$ cat config.mk
export PLATFORM = sky130hd
export DESIGN_NAME = neuron_config_loader
export DESIGN_NICKNAME = d
export VERILOG_FILES = /design/src/rtl/neuron_config_loader.sv
export SDC_FILE = /design/constraint.sdc
export NUM_CORES = 1
export LEC_CHECK = 0
export BUFFER_PORTS_ARGS = -buffer_cell sky130_fd_sc_hd__buf_2
export CAP_MARGIN = 20
export CORE_MARGIN = 3
export CORE_UTILIZATION = 51
export DETAILED_ROUTE_END_ITERATION = 10
export GPL_TIMING_DRIVEN = 0
export PLACE_DENSITY = 0.81
export SYNTH_ARGS = -nofsm -noshare
export SYNTH_HDL_FRONTEND = slang
export SYNTH_SLANG_ARGS = --single-unit
$ cat constraint.sdc
create_clock -name clk -period 2.7 [get_ports clk]
set_input_delay 0.405 -clock clk [delete_from_list [all_inputs] [get_ports clk]]
set_output_delay 0.405 -clock clk [all_outputs]
set_load 0.01 [all_outputs]
$ cat src/rtl/neuron_config_loader.sv
// Host-side writer for the neuron weight/bias configuration bus.
// Parses header/weights/bias records from a 32-bit valid/ready stream and drives the broadcast config bus.
module neuron_config_loader #(
  parameter int unsigned dataWidth  = 16,
  parameter int unsigned maxWeight  = 784,
  parameter int unsigned countWidth = 16
) (
  input  logic                  clk,
  input  logic                  rst,
  input  logic [31:0]           s_data,
  input  logic                  s_valid,
  output logic                  s_ready,
  output logic                  weightValid,
  output logic [31:0]           weightValue,
  output logic                  biasValid,
  output logic [31:0]           biasValue,
  output logic [31:0]           config_layer_num,
  output logic [31:0]           config_neuron_num,
  output logic                  busy,
  output logic [countWidth-1:0] loaded_count,
  output logic                  hdr_error
);

  localparam int unsigned WORD_W  = 32;
  localparam int unsigned WCNT_W  = 16;
  localparam int unsigned LAYER_W = 6;
  localparam int unsigned NEUR_W  = 10;
  localparam int unsigned MAX_W   = maxWeight;

  // Word payloads pass through untouched, so the neuron data width must fit a word.
  if (dataWidth < 1 || dataWidth > WORD_W) begin : g_bad_data_width
    $error("neuron_config_loader: dataWidth must be 1..32");
  end

  typedef enum logic [1:0] {
    ST_IDLE   = 2'd0,
    ST_WEIGHT = 2'd1,
    ST_BIAS   = 2'd2
  } state_e;

  state_e                  state_q, state_d;
  logic [WCNT_W-1:0]       wcnt_q, wcnt_d;
  logic                    s_ready_q, s_ready_d;
  logic                    weight_valid_q, weight_valid_d;
  logic [WORD_W-1:0]       weight_value_q, weight_value_d;
  logic                    bias_valid_q, bias_valid_d;
  logic [WORD_W-1:0]       bias_value_q, bias_value_d;
  logic [WORD_W-1:0]       layer_q, layer_d;
  logic [WORD_W-1:0]       neuron_q, neuron_d;
  logic [countWidth-1:0]   loaded_count_q, loaded_count_d;
  logic                    hdr_error_q, hdr_error_d;

  logic                    xfer;
  logic [LAYER_W-1:0]      hdr_layer;
  logic [NEUR_W-1:0]       hdr_neuron;
  logic [WCNT_W-1:0]       hdr_count;
  logic                    hdr_legal;

  assign xfer       = s_valid && s_ready_q;
  assign hdr_layer  = s_data[31:26];
  assign hdr_neuron = s_data[25:16];
  assign hdr_count  = s_data[15:0];
  assign hdr_legal  = (WORD_W'(hdr_count) <= MAX_W);

  // Next-state and output computation; strobes default low so they last one cycle.
  always_comb begin
    state_d         = state_q;
    wcnt_d          = wcnt_q;
    s_ready_d       = 1'b1;
    weight_valid_d  = 1'b0;
    weight_value_d  = weight_value_q;
    bias_valid_d    = 1'b0;
    bias_value_d    = bias_value_q;
    layer_d         = layer_q;
    neuron_d        = neuron_q;
    loaded_count_d  = loaded_count_q;
    hdr_error_d     = hdr_error_q;

    unique case (state_q)
      ST_IDLE: begin
        if (xfer) begin
          if (hdr_legal) begin
            layer_d  = WORD_W'(hdr_layer);
            neuron_d = WORD_W'(hdr_neuron);
            wcnt_d   = hdr_count;
            state_d  = (hdr_count == WCNT_W'(0)) ? ST_BIAS : ST_WEIGHT;
          end else begin
            hdr_error_d = 1'b1;
          end
        end
      end
      ST_WEIGHT: begin
        if (xfer) begin
          weight_value_d = s_data;
          weight_valid_d = 1'b1;
          wcnt_d         = wcnt_q - WCNT_W'(1);
          if (wcnt_q == WCNT_W'(1)) begin
            state_d = ST_BIAS;
          end
        end
      end
      ST_BIAS: begin
        if (xfer) begin
          bias_value_d   = s_data;
          bias_valid_d   = 1'b1;
          loaded_count_d = loaded_count_q + countWidth'(1);
          state_d        = ST_IDLE;
        end
      end
      default: begin
        state_d = ST_IDLE;
      end
    endcase
  end

  // State and output registers; reset aborts any record in flight.
  always_ff @(posedge clk or negedge rst) begin
    if (!rst) begin
      state_q        <= ST_IDLE;
      wcnt_q         <= '0;
      s_ready_q      <= 1'b0;
      weight_valid_q <= 1'b0;
      weight_value_q <= '0;
      bias_valid_q   <= 1'b0;
      bias_value_q   <= '0;
      layer_q        <= '0;
      neuron_q       <= '0;
      loaded_count_q <= '0;
      hdr_error_q    <= 1'b0;
    end else begin
      state_q        <= state_d;
      wcnt_q         <= wcnt_d;
      s_ready_q      <= s_ready_d;
      weight_valid_q <= weight_valid_d;
      weight_value_q <= weight_value_d;
      bias_valid_q   <= bias_valid_d;
      bias_value_q   <= bias_value_d;
      layer_q        <= layer_d;
      neuron_q       <= neuron_d;
      loaded_count_q <= loaded_count_d;
      hdr_error_q    <= hdr_error_d;
    end
  end

  assign s_ready           = s_ready_q;
  assign weightValid       = weight_valid_q;
  assign weightValue       = weight_value_q;
  assign biasValid         = bias_valid_q;
  assign biasValue         = bias_value_q;
  assign config_layer_num  = layer_q;
  assign config_neuron_num = neuron_q;
  assign busy              = (state_q != ST_IDLE);
  assign loaded_count      = loaded_count_q;
  assign hdr_error         = hdr_error_q;

endmodule

==> run_results.csv <==
group,metric,value,unit
timing,setup_viol,0,
final_layout,mostFrequentLayoutCells,"nand2_1 (212), buf_2 (135), dfrtp_1 (118)",
detailed_routing,wl_met2,7220,µm
logic_synthesis,synth.avg_cell_area,9.46,µm²
floorplan,row_count,37,
final_layout,mostFrequentLayoutCell,"nand2_1",
hold_path,min_from,"s_data[20]",
critical_path,critPathLaunch,"state_q[0]$_DFFE_PN0P_",
critical_path,worst-endpoint-arrival,2960,ps
detailed_routing,highest_layer,"met4",
timing,rsz0062_at_grt,"no",
floorplan,die_h,109,µm
final_layout,final_core_util,0.693,
power_and_ir_drop,ir_drop,584,µV
clocking,clock_path_buffers,2,
clocking,clk_pin_slew,60,ps
critical_path,crit_type,"register to register",
clocking,cts_root_buffer,"clkbuf_8",
power_and_ir_drop,p_leak,3.99,nW
place,place.gp.congestion,0.892,
global_route,grt_antenna_before_repair,0,
final_layout,n_fill_cell,783,
global_route,grt_first_pass_wirelength,23100,µm
logic_synthesis,synth-seq-area-share,0.541,
logic_synthesis,synth_warnings,0,
floorplan,io-pin-count,184,
outcome,status,"finished, final reports clean",
final_layout,area_growth_syn_to_layout,31.6,%
logic_synthesis,synth-edff-count,0,
logic_synthesis,synth_cells,577,
critical_path,reg2reg_depth,7,
detailed_routing,ant_nets,0,
critical_path,worst-path-max-fanout,10,
final_layout,drive_gt1_frac,0.300,
global_route,grt_start_max_net_pins,72,
critical_path,worstPathRequired,3160,ps
hold_path,hold_depth,3,
detailed_routing,drt_first_pass_iters,5,
critical_path,timing.rr.start,"state_q[0]$_DFFE_PN0P_",
detailed_routing,wl,14700,µm
detailed_routing,wl_per_cell,15.8,µm
clocking,cts_num_sinks,118,
floorplan,core,0.0104,mm²
clocking,numCtsBuffers,17,
logic_synthesis,ys_types,55,
detailed_routing,via_count,4778,
detailed_routing,dr_wl_met3,1480,µm
final_layout,fin_nets,818,
final_layout,antenna_cells,0,
place,portBuffers,135,
clocking,post_cts.resized_instances,0,
detailed_routing,drc,0,
global_route,grt_use_total,0.253,
critical_path,startpoint_type,"register",
timing,slew_headroom,0.461,
logic_synthesis,ys.flop_type,"dfrtp_1",
logic_synthesis,syn-cell-area,0.00546,mm²
detailed_routing,drtIter0Drc,383,
power_and_ir_drop,power_density,988,mW/mm²
timing,hold_violations,0,
clocking,cts_tree,"yes",
logic_synthesis,async_reset_ff_frac,1.00,
timing,worst_pin_slew,799,ps
clocking,clkLatencyLatePin,520,ps
critical_path,cp-end-kind,"register",
global_route,grt.overflow.total,0,
run,cap_violations,0,
timing,finalCritPeriodShare,0.928,
floorplan,die-width,109,µm
timing,slew_violations,0,
place,dp_hpwl,10200,µm
timing,finClkSkew,15.0,ps
timing,min_period,2500,ps
hold_path,hold_class,"primary input to register",
floorplan,start_util,0.527,
detailed_routing,wl_met1,5700,µm
logic_synthesis,synth-seq-cells,118,
floorplan,dieArea,0.0120,mm²
timing,setup_tns,0,ps
clocking,h-tree-depth,4,
timing,fmax,399,MHz
detailed_routing,routed_via_density,5.14,
global_route,first_global_vias,4673,
state kept, by name, summed over array words and instances, names as in the netlist:
name and flops:
s_ready 1, config_layer_num 6, wcnt_q 16, config_neuron_num 10
state_q 2, weightValid 1, hdr_error 1, biasValue 32
biasValid 1, weightValue 32, loaded_count 16
kinds of logic after synthesis:
| logic type | synth area share |
|---|---|
| buffers and inverters | 0.0930 |
| multiplexers | 0.0348 |
| flip-flops | 0.541 |
| AND/OR/NAND/NOR | 0.223 |
| other | 0.00138 |
| XOR/XNOR | 0.0241 |
| adder cells (fa/ha/maj) | 0.00688 |
| AO/OA/AOI/OAI | 0.0756 |
worst paths after layout:
| kind | endpoint | slack (ps) |
|---|---|---|
| setup / recovery | biasValue[15]$_DFFE_PN0P_ | 200 |
| hold / removal | weightValue[20]$_DFFE_PN0P_ | 100 |
| setup reg to reg | biasValue[15]$_DFFE_PN0P_ | 200 |
| hold reg to reg | biasValue[7]$_DFFE_PN0P_ | 470 |
| max in group asynchronous | wcnt_q[10]$_DFFE_PN0P_ | 1640 |
| min in group asynchronous | biasValue[26]$_DFFE_PN0P_ | 380 |
metal layers:
layer,global-route usage,vias to the layer above
met5,0,-
met4,0.0953,0
met3,0.0898,37
met2,0.415,244
met1,0.306,2266
li1,-,2231
per-stage QoR:
stage / power (mW) / cell area (µm²) / setup WS [ps] / hold slack, ps / cells
final: 7.10 / 7190 / 195 / 104 / 929
after global routing: 7.49 / 7190 / 1.19 / 107 / 929
after CTS: 7.13 / 7190 / 186 / 83.8 / 929
after detailed placement: 4.57 / 6520 / 10.6 / 373 / 896
after global placement: 4.47 / 6480 / -141 / 453 / 895
after floorplan: 3.71 / 5640 / 367 / 109 / 624
area by class of cell:
cell class	count	area, µm²	area share
inverter	12	45.0	0.00627
timing repair buffer	137	719	0.100
tap	136	170	0.0237
buffer	71	463	0.0644
multi-input combinational	423	2180	0.303
clock buffer	20	435	0.0606
clock inverter	12	225	0.0313
sequential	118	2950	0.411
report_power, final:
part	total [mW]	internal (mW)	switching [mW]
logic	1.88	0.753	1.13
clock network	2.51	1.71	0.804
registers	2.71	2.34	0.367
total	7.10	4.80	2.30
synthesized netlist by cell type, types with 2 or more instances:
library cell,count,area share
nand2_1,212,0.15
dfrtp_1,118,0.54
buf_4,48,0.066
clkbuf_1,17,0.012
mux2_2,16,0.033
nor2_1,13,0.0089
inv_1,11,0.0076
o21ai_0,9,0.0082
xnor2_1,9,0.014
nand3_1,8,0.0073
nor3_1,8,0.0073
a21oi_1,7,0.0064
nand4_1,7,0.0080
xor2_1,6,0.0096
and3_1,5,0.0057
nor4_1,5,0.0057
o22ai_1,5,0.0057
or3_1,5,0.0057
a31oi_1,4,0.0046
o221ai_1,4,0.0064
o31a_1,4,0.0064
buf_1,3,0.0021
ha_1,3,0.0069
nand3b_1,3,0.0041
o211ai_1,3,0.0041
o31ai_1,3,0.0041
o41ai_1,3,0.0048
or4_1,3,0.0041
and4_1,2,0.0032
buf_6,2,0.0041
conb_1,2,0.0014
nand2b_1,2,0.0023
nor3b_1,2,0.0027
o32a_1,2,0.0037
o41a_1,2,0.0041
or2_2,2,0.0023
critical path: stages, from the launching register on:
cell and delay, ps:
dfrtp_1 450, inv_1 100, nand4_1 400, inv_1 300, clkbuf_1 500, buf_1 480, nand2_1 130, nand2_1 90
what timing repair did:
item	in CTS	in global routing
hold buffers	1	0
hold endpoints to repair	47	0
buffers inserted	0	0
(Power assumes the default switching activity.)
